**config.mk**
```make
export PLATFORM = sky130hd
export DESIGN_NAME = pfd_cp_sampled
export DESIGN_NICKNAME = d
export VERILOG_FILES = /design/src/rtl/pfd_cp_pkg.sv /design/src/rtl/pfd_cp_sampled_edge_sync.sv /design/src/rtl/pfd_cp_sampled.sv
export SDC_FILE = /design/constraint.sdc
export NUM_CORES = 1
export LEC_CHECK = 0
export CORE_MARGIN = 2
export CORE_UTILIZATION = 56
export DETAILED_ROUTE_END_ITERATION = 16
export GPL_TIMING_DRIVEN = 0
export HOLD_SLACK_MARGIN = 0.1
export PLACE_DENSITY = 0.84
export SYNTH_ARGS = -nofsm -noshare
export SYNTH_HDL_FRONTEND = slang
export SYNTH_SLANG_ARGS = --single-unit
```
**constraint.sdc**
```tcl
create_clock -name clk -period 3.2 [get_ports clk]
set_clock_uncertainty 0.2 [all_clocks]
set_input_delay 0.64 -clock clk [delete_from_list [all_inputs] [get_ports clk]]
set_output_delay 0.64 -clock clk [all_outputs]
set_load 0.05 [all_outputs]
```
**src/rtl/pfd_cp_pkg.sv**
```systemverilog
// pfd_cp_pkg: shared state encoding, default parameters and the millivolt-to-code helper
package pfd_cp_pkg;
   typedef enum logic [1:0] {PFD_IDLE, PFD_UP, PFD_DN} pfd_state_t;
   localparam int PFD_VW          = 16;
   localparam int PFD_IC_CODE     = 32768;
   localparam int PFD_ICP_STEP    = 64;
   localparam int PFD_SYNC_STAGES = 2;
   localparam int VDD_MV          = 3000;
   // Rounds to nearest code so that VDD/2 lands exactly on the initial-condition code.
   function automatic logic [PFD_VW-1:0] v2code(input int mv);
      int c;
      c = (mv * ((1 << PFD_VW) - 1) + VDD_MV / 2) / VDD_MV;
      return c[PFD_VW-1:0];
   endfunction
endpackage

```
**src/rtl/pfd_cp_sampled_edge_sync.sv**
```systemverilog
// edge_sync: multi-flop synchronizer followed by a one-cycle rising-edge detector
module edge_sync #(
   parameter int SYNC_STAGES = 2
) (
   input  logic clk,
   input  logic rst,
   input  logic async_in,
   output logic rise_pulse
);
   logic [SYNC_STAGES-1:0] r_sync;
   logic                   r_prev;
   always_ff @(posedge clk or posedge rst) begin
      if (rst) begin
         r_sync <= '0;
         r_prev <= 1'b0;
      end else begin
         r_sync <= {r_sync[SYNC_STAGES-2:0], async_in};
         r_prev <= r_sync[SYNC_STAGES-1];
      end
   end
   assign rise_pulse = r_sync[SYNC_STAGES-1] & ~r_prev;
endmodule

```
**src/rtl/pfd_cp_sampled.sv**
```systemverilog
// pfd_cp_sampled: tri-state PFD driving a charge pump into a saturating capacitor integrator
module pfd_cp_sampled
   import pfd_cp_pkg::*;
#(
   parameter int VW          = PFD_VW,
   parameter int IC_CODE     = PFD_IC_CODE,
   parameter int ICP_STEP    = PFD_ICP_STEP,
   parameter int SYNC_STAGES = PFD_SYNC_STAGES
) (
   input  logic          clk,
   input  logic          rst,
   input  logic          d,
   input  logic          refclk,
   input  logic          fbclk,
   output logic          up,
   output logic          down,
   output logic [VW-1:0] vctrl
);
   logic                   w_ref_edge, w_fb_edge;
   pfd_state_t             r_st, w_nxt;
   logic                   r_up, r_dn;
   logic [VW-1:0]          r_vctrl, w_vnxt;
   logic [VW:0]            w_sum;
   logic signed [VW+1:0]   w_dif;
   edge_sync #(.SYNC_STAGES(SYNC_STAGES)) u_ref (
      .clk(clk), .rst(rst), .async_in(refclk), .rise_pulse(w_ref_edge)
   );
   edge_sync #(.SYNC_STAGES(SYNC_STAGES)) u_fb (
      .clk(clk), .rst(rst), .async_in(fbclk), .rise_pulse(w_fb_edge)
   );
   // Coincident edges model both PFD flops setting and clearing in the same cycle.
   always_comb begin
      w_nxt = (w_ref_edge & w_fb_edge) ? PFD_IDLE :
              (r_st == PFD_IDLE) ? ((w_ref_edge & d) ? PFD_UP : (w_fb_edge & d) ? PFD_DN : PFD_IDLE) :
              (r_st == PFD_UP)   ? (w_fb_edge ? PFD_IDLE : PFD_UP) :
              (r_st == PFD_DN)   ? (w_ref_edge ? PFD_IDLE : PFD_DN) : PFD_IDLE;
   end
   always_ff @(posedge clk or posedge rst) begin
      if (rst) begin
         r_st <= PFD_IDLE;
         r_up <= 1'b0;
         r_dn <= 1'b0;
      end else begin
         r_st <= w_nxt;
         r_up <= (w_nxt == PFD_UP);
         r_dn <= (w_nxt == PFD_DN);
      end
   end
   always_comb begin
      w_sum  = {1'b0, r_vctrl} + (VW+1)'(ICP_STEP);
      w_dif  = $signed({2'b00, r_vctrl}) - $signed((VW+2)'(ICP_STEP));
      w_vnxt = r_up ? ((w_sum > (VW+1)'((1 << VW) - 1)) ? '1 : w_sum[VW-1:0]) :
               r_dn ? ((w_dif < 0) ? '0 : w_dif[VW-1:0]) : r_vctrl;
   end
   always_ff @(posedge clk or posedge rst) begin
      if (rst) r_vctrl <= VW'(IC_CODE);
      else     r_vctrl <= w_vnxt;
   end
   assign up    = r_up;
   assign down  = r_dn;
   assign vctrl = r_vctrl;
endmodule

```
== Word-level counts from Yosys, hierarchy flattened ==
Cells that the tools add are included.

* $add $sub $neg: 2
* $lt $le $gt $ge: 2
* Equal/unequal tests: 4
* Mux-type cells: 12
* Bitwise operators: 7
* Reduce and logical (&&, ||, !) cells: 2

{| class="wikitable"
|+ Operator list
! cell !! count
|-
| two-way mux 16 bit || 4
|-
| adder 16 x 7 -> 17 bit, second input constant || 1
|-
| greater-than comparator 17 x 16 -> 1 bit, second input constant || 1
|-
| < comparator 17 x 1 -> 1 bit, second input constant || 1
|-
| subtractor 16 x 7 -> 17 bit, second input constant || 1
|-
| two-way mux 2 bit || 7
|-
| AND 1 bit || 5
|-
| equality test 2 x 1 -> 1 bit, second input constant || 2
|-
| equality test 2 bit, second input constant || 2
|-
| logical NOT 2 bit || 1
|-
| inverter 1 bit || 2
|-
| nonzero test 2 bit || 1
|-
| two-way mux 1 bit || 1
|}

* Bits in registers: 26
* Input bits: 5
* Output and inout port bits: 18

== Longest topological paths before layout ==
* Depth in word-level cells: 8
* Depth in mapped cells: 7

== Cells and area by module ==
A second synthesis with hierarchy kept.

* Cell total of the unflattened synthesis: 147
* Area, all modules: 1367.6 sq um

{| class="wikitable"
|+ By module, submodules not included
! module !! instances !! cells an instance !! area each (sq um)
|-
| pfd_cp_sampled || 1 || 137 || 1182.4
|-
| edge_sync || 2 || 5 || 92.6
|}

== Worst setup path before layout ==
OpenSTA, ideal clock, no wires.

* Path kind: reg-to-reg
* Start: register r_vctrl[6] (netlist: vctrl[6])
* End: register r_vctrl[6] (netlist: vctrl[6])
* Setup time: 97 ps
* Data arrival time: 2142 ps
* Required time: 2903 ps
* Path slack: 761 ps
* Stages on the path, launching flop included: 8
* Buffers on the path: 0
* Clock period less this slack: 2439 ps
* Cells stage by stage: dfrtp_1 > inv_1 > ha_1 > nand2_1 > or4_1 > a21oi_2 > a21boi_4 > o221ai_1

* Cells in the longest elaborated chain, start to end: 5
* Elaborated cells between the ends (all ways): 8
* Those cells by class: add/sub (2); order compare (2); mux (4)

{| class="wikitable"
|+ RTL lines
! element !! RTL line !! source
|-
| from (decl) || pfd_cp_sampled.sv:22 || <nowiki>logic [VW-1:0] r_vctrl, w_vnxt;</nowiki>
|-
| from (signal assigned) || pfd_cp_sampled.sv:56 || <nowiki>if (rst) r_vctrl <= VW'(IC_CODE);</nowiki>
|-
| from (signal assigned) || pfd_cp_sampled.sv:57 || <nowiki>else r_vctrl <= w_vnxt;</nowiki>
|-
| subtractor 16 x 7 -> 17 bit || pfd_cp_sampled.sv:51 || <nowiki>w_dif = $signed({2'b00, r_vctrl}) - $signed((VW+2)'(ICP_STEP));</nowiki>
|-
| < comparator 17 x 1 -> 1 bit || pfd_cp_sampled.sv:53 || <nowiki>r_dn ? ((w_dif < 0) ? '0 : w_dif[VW-1:0]) : r_vctrl;</nowiki>
|-
| two-way mux 16 bit (2 in series) || pfd_cp_sampled.sv:53 ||
|-
| two-way mux 16 bit * || pfd_cp_sampled.sv:52 || <nowiki>w_vnxt = r_up ? ((w_sum > (VW+1)'((1 << VW) - 1)) ? '1 : w_sum[VW-1:0]) :</nowiki>
|}

Every way passes the cells marked *; elsewhere a longest branch is shown, timed or not. The select of a mux whose other input is x is not followed.
A chain may end at the register's enable or synchronous reset.

==> impl_metrics.ini <==
[timing]
setup_violations = 0
fin_ws_ps = 643
rsz0062_at_grt = no
hold_viol_final = 0
post-route-period-util = 0.799
worst_pin_slew_ps = 783
relSlewSlack = 0.477
fin_crit_ps = 2560
fin_setup_tns_ps = 0
hold_slack_ps = 166
maxSlewViolCount = 0
fmax_mhz = 391

[job]
maxCapViolations = 0

[grt]
grt_pass1_vias = 1167
grt_overflow_total = 0
grt_pass1_wl_um = 5220
antenna_found_initial = 0
grt_start_max_net_pins = 22
grt_usage = 0.251

[route]
drtPass1Iterations = 5
vias_per_cell = 6.40
vias = 1311
wl_um = 3080
drc_errors = 0
ant_nets = 0
wl_per_cell_um = 15.0
drt_first_iter_violations = 74

[logic_synthesis]
ys_types = 43
avgSynthCellArea_um2 = 8.92
yosys.area_share.simple = 0.262
synthXorXnorAreaFrac = 0.0130
synth.top_cells.by_area = dfrtp_1, nor3_1, buf_4, nand2_1, nand3_1
synthCells = 151
syn_nets = 159
synth_compound_area_frac = 0.202
synth_top_area_frac = 0.372
synthAdderAreaFrac = 0.0279
ys_warn_count = 0
synth_area_mm2 = 0.00135
yosysTopAreaCell = dfrtp_1
synth_seq_area_share = 0.391
ys.flop_type = dfrtp_1
synth.area.mux_share = 0.0223
synth_edf_count = 0
synth-seq-cells = 21
async_flop_share = 1.00
synth_top_family_by_area = simple AND/OR/NAND/NOR gates

[clock_network]
clock-sinks = 21
cts_inserted_buffers = 3
h-tree-depth = 1
insertion_delay_ps = 300
cts_hold_buf = 0
cts_root_buf = clkbuf_4
cts_tree = built
cts_setup_buffers = 0
path_clk_slew_ps = 120
cts_buffer_depth = 2
cts_resized = 0

[run_status]
status = completed

[worst_hold_path]
worst_hold_startpoint = u_ref.r_sync[0]
hold_path.class = flip-flop to flip-flop

[power_and_ir_drop]
pwr-share-seq = 0.315
pwr-share-clk = 0.096
p_sw_uw = 678
switching_share = 0.508
vdd_ir_drop_max_mv = 0.607
comb_power_share = 0.589
p_leak_nw = 0.643
internal_power_uw = 656
power_density_mw_per_mm2 = 819

[layout]
drive_above_1_share = 0.119
fillerInstances = 171
syn2layout_area_growth_pct = 21.0
finish.instance_area_mm2 = 0.00163
layout.nets = 186
antennaDiodeCount = 0
fin_cells = 205

[die]
die_w_um = 53.0
die_h_um = 53.0
io_pins = 23
core-area_mm2 = 0.00223
start_util = 0.603
num_rows = 17
dieArea_mm2 = 0.00281

[placed_design]
place_area_mm2 = 0.00160
port-buffer-count = 22
dp.cells = 201
place_congestion = 0.896
place_ws_ps = 897
dp_hpwl_um = 2270

[critical_path]
worstPathMaxFanout = 8
worstSetupStartpointType = flip-flop
critPathCaptureType = primary output
critPathArrivalTime_ps = 1720
crit_path_start = vctrl[4]
r2r-start = vctrl[6]
path_class = flip-flop to primary output
required_ps = 2360
-- registers in the layout, summed over array words and instances, names as in the netlist --
name / count
down: 1
r_st: 2
u_fb.r_prev: 1
u_fb.r_sync: 2
u_ref.r_prev: 1
u_ref.r_sync: 2
up: 1
vctrl: 11
-- cell usage after synthesis, drive strengths merged, types with 2 or more instances --
cell type  instances
xnor2              2
or3                2
inv                6
o221ai             3
o2bb2ai            2
nor2b              6
nand3              9
a211oi             4
dfrtp             20
and3               2
buf               11
clkbuf             4
a31oi              5
mux2i              3
o21ai              3
nor3              11
a21boi             2
nor2               6
or4                2
nand4              5
ha                 3
a21oi              8
nand2             14
nor3b              4
-- layout by cell type, fill, tap and decap left out, types with 2 or more instances in the layout --
master	instances
nand3_1	8
ha_1	3
nor2_1	6
mux2i_1	3
buf_4	7
xnor2_1	2
buf_2	4
clkbuf_4	3
o2bb2ai_1	2
clkdlybuf4s50_1	22
and3_1	2
nor3_1	11
nor3b_1	4
clkbuf_1	4
nand2_1	14
nand4_1	5
a21oi_1	7
a211oi_1	3
a31oi_1	5
dfrtp_1	20
o221ai_1	3
or3_1	2
nor2b_1	6
inv_1	6
or4_1	2
o21ai_0	3
-- routing by layer --
layer / global-route usage / vias up / routed length, µm / share of wire
met1: 0.335 / 624 / 1370 / 0.44
met5: 0 / - / 0 / 0
li1: - / 606 / - / -
met3: 0.0508 / 17 / 192 / 0.062
met2: 0.410 / 64 / 1440 / 0.47
met4: 0.0769 / 0 / 83 / 0.027
-- final timing paths --
kind | end | slack (ps) | cells after the start
worst max-delay path | vctrl[5] | 640 | 2
worst min-delay path | u_ref.r_sync[1] | 170 | 0
worst max register to register | vctrl[6] | 830 | 7
worst min register to register | u_ref.r_sync[1] | 170 | 0
max in group asynchronous | vctrl[6] | 1740 | 2
min in group asynchronous | u_fb.r_prev | 570 | 2
-- power groups by stage --
stage / logic, mW / registers (mW) / clock network, mW
after floorplan: 0.384 / 0.597 / 0
after global placement: 0.761 / 0.417 / 0
after detailed placement: 0.777 / 0.423 / 0
after CTS: 0.779 / 0.419 / 0.131
after global routing: 0.842 / 0.433 / 0.142
final: 0.786 / 0.420 / 0.128
-- worst max-delay path, stage by stage (launching register included) --
cell and delay [ps]:
dfrtp_1 480, buf_4 150, clkdlybuf4s50_1 790
-- metrics by stage --
step,util,power (mW)
5_1_grt,0.729,1.42
3_3_place_gp,0.717,1.18
2_1_floorplan,-,0.981
3_5_place_dp,0.717,1.20
4_1_cts,0.729,1.33
6_report,0.729,1.33
-- cell type report --
type                       count  area (µm²)  share of cell area
multi-input combinational    109         709               0.435
sequential                    21         527               0.323
timing repair buffer          22         220               0.135
buffer                        15        87.6              0.0538
tap                           28        35.0              0.0215
clock buffer                   3        22.5              0.0138
inverter                       6        22.5              0.0138
clock inverter                 1        5.00             0.00307
-- kinds of logic (layout without fill, tap and decap cells) --
family,count (synthesis),after routing
AOI/OAI and AO/OA,36,36
adders and majority gates,3,3
muxes,3,3
and+or+nand+nor,65,65
buffers and inverters,21,47
DFF,21,21
xor gates and xnor gates,2,2
(Power assumes the default switching activity.)
